File: src/rtl/uart_rx_os16.sv
// uart_rx_os16 - 16x oversampling UART receiver (8N1, LSB first).
//
// Each bit is sampled at oversample counts 7, 8 and 9 and decided by a
// 2-of-3 vote. A start bit that does not hold up to mid-bit is treated as
// noise. A stop bit sampled 0 raises frame_err. Good bytes go into a small
// FIFO that is drained through a valid/ready handshake.
//
// Ports:
//   clk        system clock
//   rst_       asynchronous active-low reset
//   rxd        serial input, idles high, asynchronous to clk
//   rx_data    byte at the FIFO head (0 when empty)
//   rx_valid   FIFO not empty
//   rx_ready   consumer accept; pop on rx_valid && rx_ready
//   frame_err  1-clk pulse: stop bit sampled 0
//   overrun    1-clk pulse: byte dropped, FIFO full
//   busy       receiving a frame (START/DATA/STOP)
//   fill       FIFO occupancy
module uart_rx_os16 #(
  parameter int OS_DIV     = 326,
  parameter int FIFO_DEPTH = 4
) (
  input  logic                          clk,
  input  logic                          rst_,
  input  logic                          rxd,
  output logic [7:0]                    rx_data,
  output logic                          rx_valid,
  input  logic                          rx_ready,
  output logic                          frame_err,
  output logic                          overrun,
  output logic                          busy,
  output logic [$clog2(FIFO_DEPTH):0]   fill
);

  localparam int DIV_W = (OS_DIV > 1) ? $clog2(OS_DIV) : 1;
  localparam int AW    = $clog2(FIFO_DEPTH);

  typedef enum logic [2:0] {
    S_SYNC  = 3'd0,
    S_IDLE  = 3'd1,
    S_START = 3'd2,
    S_DATA  = 3'd3,
    S_STOP  = 3'd4
  } state_t;

  // ---------------------------------------------------------------------------
  // Input synchronizer; resets to the idle level so reset never looks like a
  // start bit.
  // ---------------------------------------------------------------------------
  logic rxd_meta, rxd_s;

  always_ff @(posedge clk or negedge rst_) begin
    if (!rst_) begin
      rxd_meta <= 1'b1;
      rxd_s    <= 1'b1;
    end else begin
      rxd_meta <= rxd;
      rxd_s    <= rxd_meta;
    end
  end

  // ---------------------------------------------------------------------------
  // Oversample tick: free-running divider, 1-clk pulse on wrap.
  // ---------------------------------------------------------------------------
  logic [DIV_W-1:0] div_cnt;
  logic             tick;

  assign tick = (div_cnt == DIV_W'(OS_DIV - 1));

  always_ff @(posedge clk or negedge rst_) begin
    if (!rst_)     div_cnt <= '0;
    else if (tick) div_cnt <= '0;
    else           div_cnt <= div_cnt + 1'b1;
  end

  // ---------------------------------------------------------------------------
  // Receive FSM
  // ---------------------------------------------------------------------------
  state_t     state, state_nxt;
  logic [3:0] os_cnt;
  logic [2:0] bit_idx;
  logic [7:0] shreg;
  logic       smp7, smp8;
  logic       maj;
  logic       push;
  logic       ferr_set;

  // 2-of-3 vote; the third sample is the live line at os_cnt 9.
  assign maj = (smp7 & smp8) | (smp7 & rxd_s) | (smp8 & rxd_s);

  always_ff @(posedge clk or negedge rst_) begin
    if (!rst_) state <= S_SYNC;
    else       state <= state_nxt;
  end

  always_comb begin
    state_nxt = state;
    if (tick) begin
      unique case (state)
        S_SYNC:  if (rxd_s)  state_nxt = S_IDLE;
        S_IDLE:  if (!rxd_s) state_nxt = S_START;
        S_START: begin
          if (os_cnt == 4'd9 && maj) state_nxt = S_IDLE;   // false start
          else if (os_cnt == 4'd15)  state_nxt = S_DATA;
        end
        S_DATA:  if (os_cnt == 4'd15 && bit_idx == 3'd7) state_nxt = S_STOP;
        // Leave at mid-stop so a slightly fast transmitter's next start
        // edge is not missed. A low stop bit may be a break: resync first.
        S_STOP:  if (os_cnt == 4'd9) state_nxt = maj ? S_IDLE : S_SYNC;
        default: state_nxt = S_SYNC;
      endcase
    end
  end

  always_comb begin
    busy     = (state == S_START) || (state == S_DATA) || (state == S_STOP);
    push     = tick && (state == S_STOP) && (os_cnt == 4'd9) && maj;
    ferr_set = tick && (state == S_STOP) && (os_cnt == 4'd9) && !maj;
  end

  // Bit-timing datapath. os_cnt wraps 15->0 on its own, which lines up the
  // START->DATA, DATA->DATA and DATA->STOP boundaries without extra loads.
  always_ff @(posedge clk or negedge rst_) begin
    if (!rst_) begin
      os_cnt  <= '0;
      bit_idx <= '0;
      shreg   <= '0;
      smp7    <= 1'b1;
      smp8    <= 1'b1;
    end else if (tick) begin
      // The tick that first sees 0 counts as sample 0 of the start bit.
      if (state == S_IDLE) os_cnt <= 4'd1;
      else                 os_cnt <= os_cnt + 4'd1;

      if (os_cnt == 4'd7) smp7 <= rxd_s;
      if (os_cnt == 4'd8) smp8 <= rxd_s;

      if (state == S_START && os_cnt == 4'd15) bit_idx <= '0;
      if (state == S_DATA) begin
        if (os_cnt == 4'd9)  shreg[bit_idx] <= maj;
        if (os_cnt == 4'd15) bit_idx <= bit_idx + 3'd1;
      end
    end
  end

  // ---------------------------------------------------------------------------
  // Receive FIFO. A push into a full FIFO still lands if the head is popped
  // in the same clk.
  // ---------------------------------------------------------------------------
  logic [7:0]    mem [FIFO_DEPTH];
  logic [AW-1:0] wr_ptr, rd_ptr;
  logic          full, pop, push_ok, ovr_set;

  assign full     = (fill == (AW+1)'(FIFO_DEPTH));
  assign rx_valid = (fill != '0);
  assign rx_data  = rx_valid ? mem[rd_ptr] : 8'h00;
  assign pop      = rx_valid && rx_ready;
  assign push_ok  = push && (!full || pop);
  assign ovr_set  = push && full && !pop;

  always_ff @(posedge clk) begin
    if (push_ok) mem[wr_ptr] <= shreg;
  end

  always_ff @(posedge clk or negedge rst_) begin
    if (!rst_) begin
      wr_ptr <= '0;
      rd_ptr <= '0;
      fill   <= '0;
    end else begin
      if (push_ok) wr_ptr <= wr_ptr + 1'b1;
      if (pop)     rd_ptr <= rd_ptr + 1'b1;
      unique case ({push_ok, pop})
        2'b10:   fill <= fill + 1'b1;
        2'b01:   fill <= fill - 1'b1;
        default: fill <= fill;
      endcase
    end
  end

  always_ff @(posedge clk or negedge rst_) begin
    if (!rst_) begin
      frame_err <= 1'b0;
      overrun   <= 1'b0;
    end else begin
      frame_err <= ferr_set;
      overrun   <= ovr_set;
    end
  end

endmodule

File: config.mk
export PLATFORM = sky130hd
export DESIGN_NAME = uart_rx_os16
export DESIGN_NICKNAME = d
export VERILOG_FILES = /design/src/rtl/uart_rx_os16.sv
export SDC_FILE = /design/constraint.sdc
export NUM_CORES = 1
export LEC_CHECK = 0
export ABC_AREA = 0
export CAP_MARGIN = 20
export CORE_MARGIN = 1.5
export CORE_UTILIZATION = 59
export CTS_CLUSTER_SIZE = 25
export DETAILED_ROUTE_END_ITERATION = 8
export PLACE_DENSITY = 0.87
export SYNTH_ARGS = -nofsm -noshare
export SYNTH_HDL_FRONTEND = slang
export SYNTH_SLANG_ARGS = --single-unit
File: constraint.sdc
create_clock -name clk -period 3.6 [get_ports clk]
set_clock_uncertainty 0.1 [all_clocks]
set_input_delay 0.72 -clock clk [delete_from_list [all_inputs] [get_ports clk]]
set_output_delay 0.72 -clock clk [all_outputs]
set_load 0.02 [all_outputs]
==> out/results.ini <==
[sta]
timing.fmax_ghz=0.318
maxSlewViolCount=0
final.setup.tns_ps=0
finalCriticalPeriod_ps=3150
finalCritPeriodShare_pct=87.4
tightest_slew_ps=892
hold_violations=0
finalSetupViolations=0
max-slew-margin-rel_pct=40.5
grt_setup_unrepaired=false

[flow_run]
cap_viol_max_count=0

[clocking]
post_cts_buffers=0
cts.path.max_buffers=2
tritoncts=yes
hold_buffers=0
root_buffer=clkbuf_8
clk_latency_ps=340
post_cts_resize_count=0
htree_levels=3
clk_pin_slew_ps=70
cts-buffers-inserted=9
cts.sinks=72

[min_path]
worstHoldPathType=flip-flop to flip-flop
hold_end=rxd_s
hold_path_depth=0
min_from=rxd_meta

[yosys]
ys_warn_count=0
syn_inst=232
synth.avg_cell_area_um2=14.1
synth_edf_count=32
synth_cell_types=45
synth_seq_cells=72
synth_nets=249
synth_ff_type=dfrtp_1
ys_seq_area_share_pct=60.0
async_reset_ff_share_pct=55.6
synth_area_mm2=0.00328

[worst_setup_path]
crit_type=flip-flop to output pin
reg2reg_from=state[0]
end_kind=output pin
reg2regPathDepth=10
reg2reg_slack_ps=980
cp_max_fo=10
cp-start-kind=flip-flop
path_cells=mux4_2 > and2_1 > clkdlybuf4s50_1
required_ps=2780
reg2reg_to=fill[2]
critPathSlowestCell=dfrtp_1
critPathTopFamily=flip-flops
critPathBufInv=1
worstPathArrival_ps=2330
worst_path_largest_cell_delay_ps=700

[cells_and_area]
fillerInstances=358
drive_gt1_share_pct=19.8
syn_to_final_growth_pct=13.2
final_nets=270
antenna_cells=0
post-route-util_pct=70.9

[floorplanning]
row_count=26
initial_core_util_pct=62.6
die_h_um=77.6
io_pins=19
die_area_mm2=0.00602
dieWidth_um=77.6
core_mm2=0.00524

[routing]
drt_wl_total_um=5340
drcViolationCount=0
drt_iter0_drc=125
dr_total_vias=1879
wl_per_cell_um=16.3
first_pass_iters=4
vias_per_cell=5.73
postRouteAntennaNets=0

[grt]
grt_usage_pct=20.3
overflow=0
grt_pass1_wl_um=9130
grt_pass1_vias=1933
grt_max_degree=41
antenna_found_initial=0

[pwr]
leakage_uw=0.00157
p_per_area_mw_per_mm2=496
vdd_drop_max_mv=0.252

[place]
dp_hpwl_um=3590
place_congestion=0.756
portBuffers=18

[run_status]
status=finished, final reports clean

==> cell usage in the layout, fill, tap and decap left out, types with 3 or more instances in the layout <==
cell,netlist,layout
inv_1,12,12
mux2i_1,3,3
ha_1,12,12
clkbuf_8,0,9
nor2_1,10,10
xnor2_1,7,7
clkdlybuf4s50_1,0,17
nand3_1,7,7
o21ai_0,5,5
xor2_1,7,7
and2_1,13,13
dfstp_2,4,4
nand4_1,5,5
mux4_2,8,8
mux2_2,14,14
dfrtp_1,36,36
clkinv_2,0,3
nand2_1,7,7
nor4_1,6,6
edfxtp_1,32,32
==> flip-flops by register name, indices dropped and copies added, names as in the netlist, 2 cells and up, named ones only <==
register  flops
shreg         8
bit_idx       2
rd_ptr        2
wr_ptr        2
mem          32
div_cnt       9
state         3
fill          3
os_cnt        4
==> per-layer routing <==
metal / up-vias / track usage, % / wire, um
li1: 896 / - / -
met1: 947 / 23.9 / 2290
met2: 27 / 35.6 / 2830
met3: 9 / 4.35 / 140
met4: 0 / 8.91 / 70
met5: - / 0 / 0
==> power breakdown <==
group	internal (uW)	leakage (uW)	switching [uW]
sequential	885	0.000886	71.4
combinational	119	0.000575	101
clock	388	0.000110	278
total	1390	0.00157	450
==> synth_stat cells (2+ instances only) <==
cell type | number | area, um^2
dfrtp_1 | 36 | 901
edfxtp_1 | 32 | 961
mux2_2 | 14 | 158
and2_1 | 13 | 81.3
ha_1 | 12 | 150
inv_1 | 12 | 45.0
nor2_1 | 10 | 37.5
mux4_2 | 8 | 180
nand2_1 | 7 | 26.3
nand3_1 | 7 | 35.0
xnor2_1 | 7 | 61.3
xor2_1 | 7 | 61.3
nor4_1 | 6 | 37.5
nand4_1 | 5 | 31.3
o21ai_0 | 5 | 25.0
clkbuf_1 | 4 | 15.0
dfstp_2 | 4 | 105
buf_4 | 3 | 22.5
mux2i_1 | 3 | 30.0
a211oi_1 | 2 | 15.0
a21boi_0 | 2 | 15.0
and3_1 | 2 | 12.5
and3_2 | 2 | 15.0
and3b_1 | 2 | 17.5
and4bb_2 | 2 | 25.0
buf_2 | 2 | 10.0
nand4b_1 | 2 | 17.5
nor2b_1 | 2 | 12.5
nor3_1 | 2 | 10.0
o31ai_1 | 2 | 15.0
==> cell type report <==
type	count	area (um^2)	share of cell area (%)
tap	70	87.6	2.36
multi-input combinational	139	1220	32.9
timing repair buffer	19	183	4.92
clock buffer	10	128	3.44
clock inverter	6	83.8	2.26
inverter	12	45.0	1.21
sequential	72	1970	52.9
==> cells by family (layout without fill, tap and decap cells) <==
logic type      after synthesis  count (layout)  synth area share [%]
fa+ha+maj                    14              14                  5.49
flops                        72              72                  60.0
xor+xnor                     14              14                  3.74
mux                          25              25                  11.2
simple gates                 72              72                  13.6
buf+inv                      21              47                  2.82
compound gates               14              14                  3.20
==> worst max-delay path by stage <==
stage | start | to | slack, ps | cells after the start
detailed placement | rx_ready | fill[2] | 390 | 10
global route | rd_ptr[0] | rx_data[0] | 290 | 3
finish | rd_ptr[0] | rx_data[0] | 450 | 3
floorplan | rx_ready | fill[2] | 900 | 10
CTS | rd_ptr[0] | rx_data[0] | 390 | 3
global placement | rx_ready | fill[2] | 480 | 10
==> per-stage QoR <==
stage / area [um^2] / std cells / setup WS [ps] / hold slack (ps) / total power [uW]
CTS: 3710 / 328 / 392 / 257 / 1870
global placement: 3500 / 312 / 476 / 246 / 1180
finish: 3710 / 328 / 454 / 256 / 1840
detailed placement: 3500 / 312 / 386 / 247 / 1200
floorplan: 3280 / 232 / 903 / 245 / 1110
global route: 3710 / 328 / 290 / 263 / 1930
Note: power is estimated with default switching activity, not from simulation.
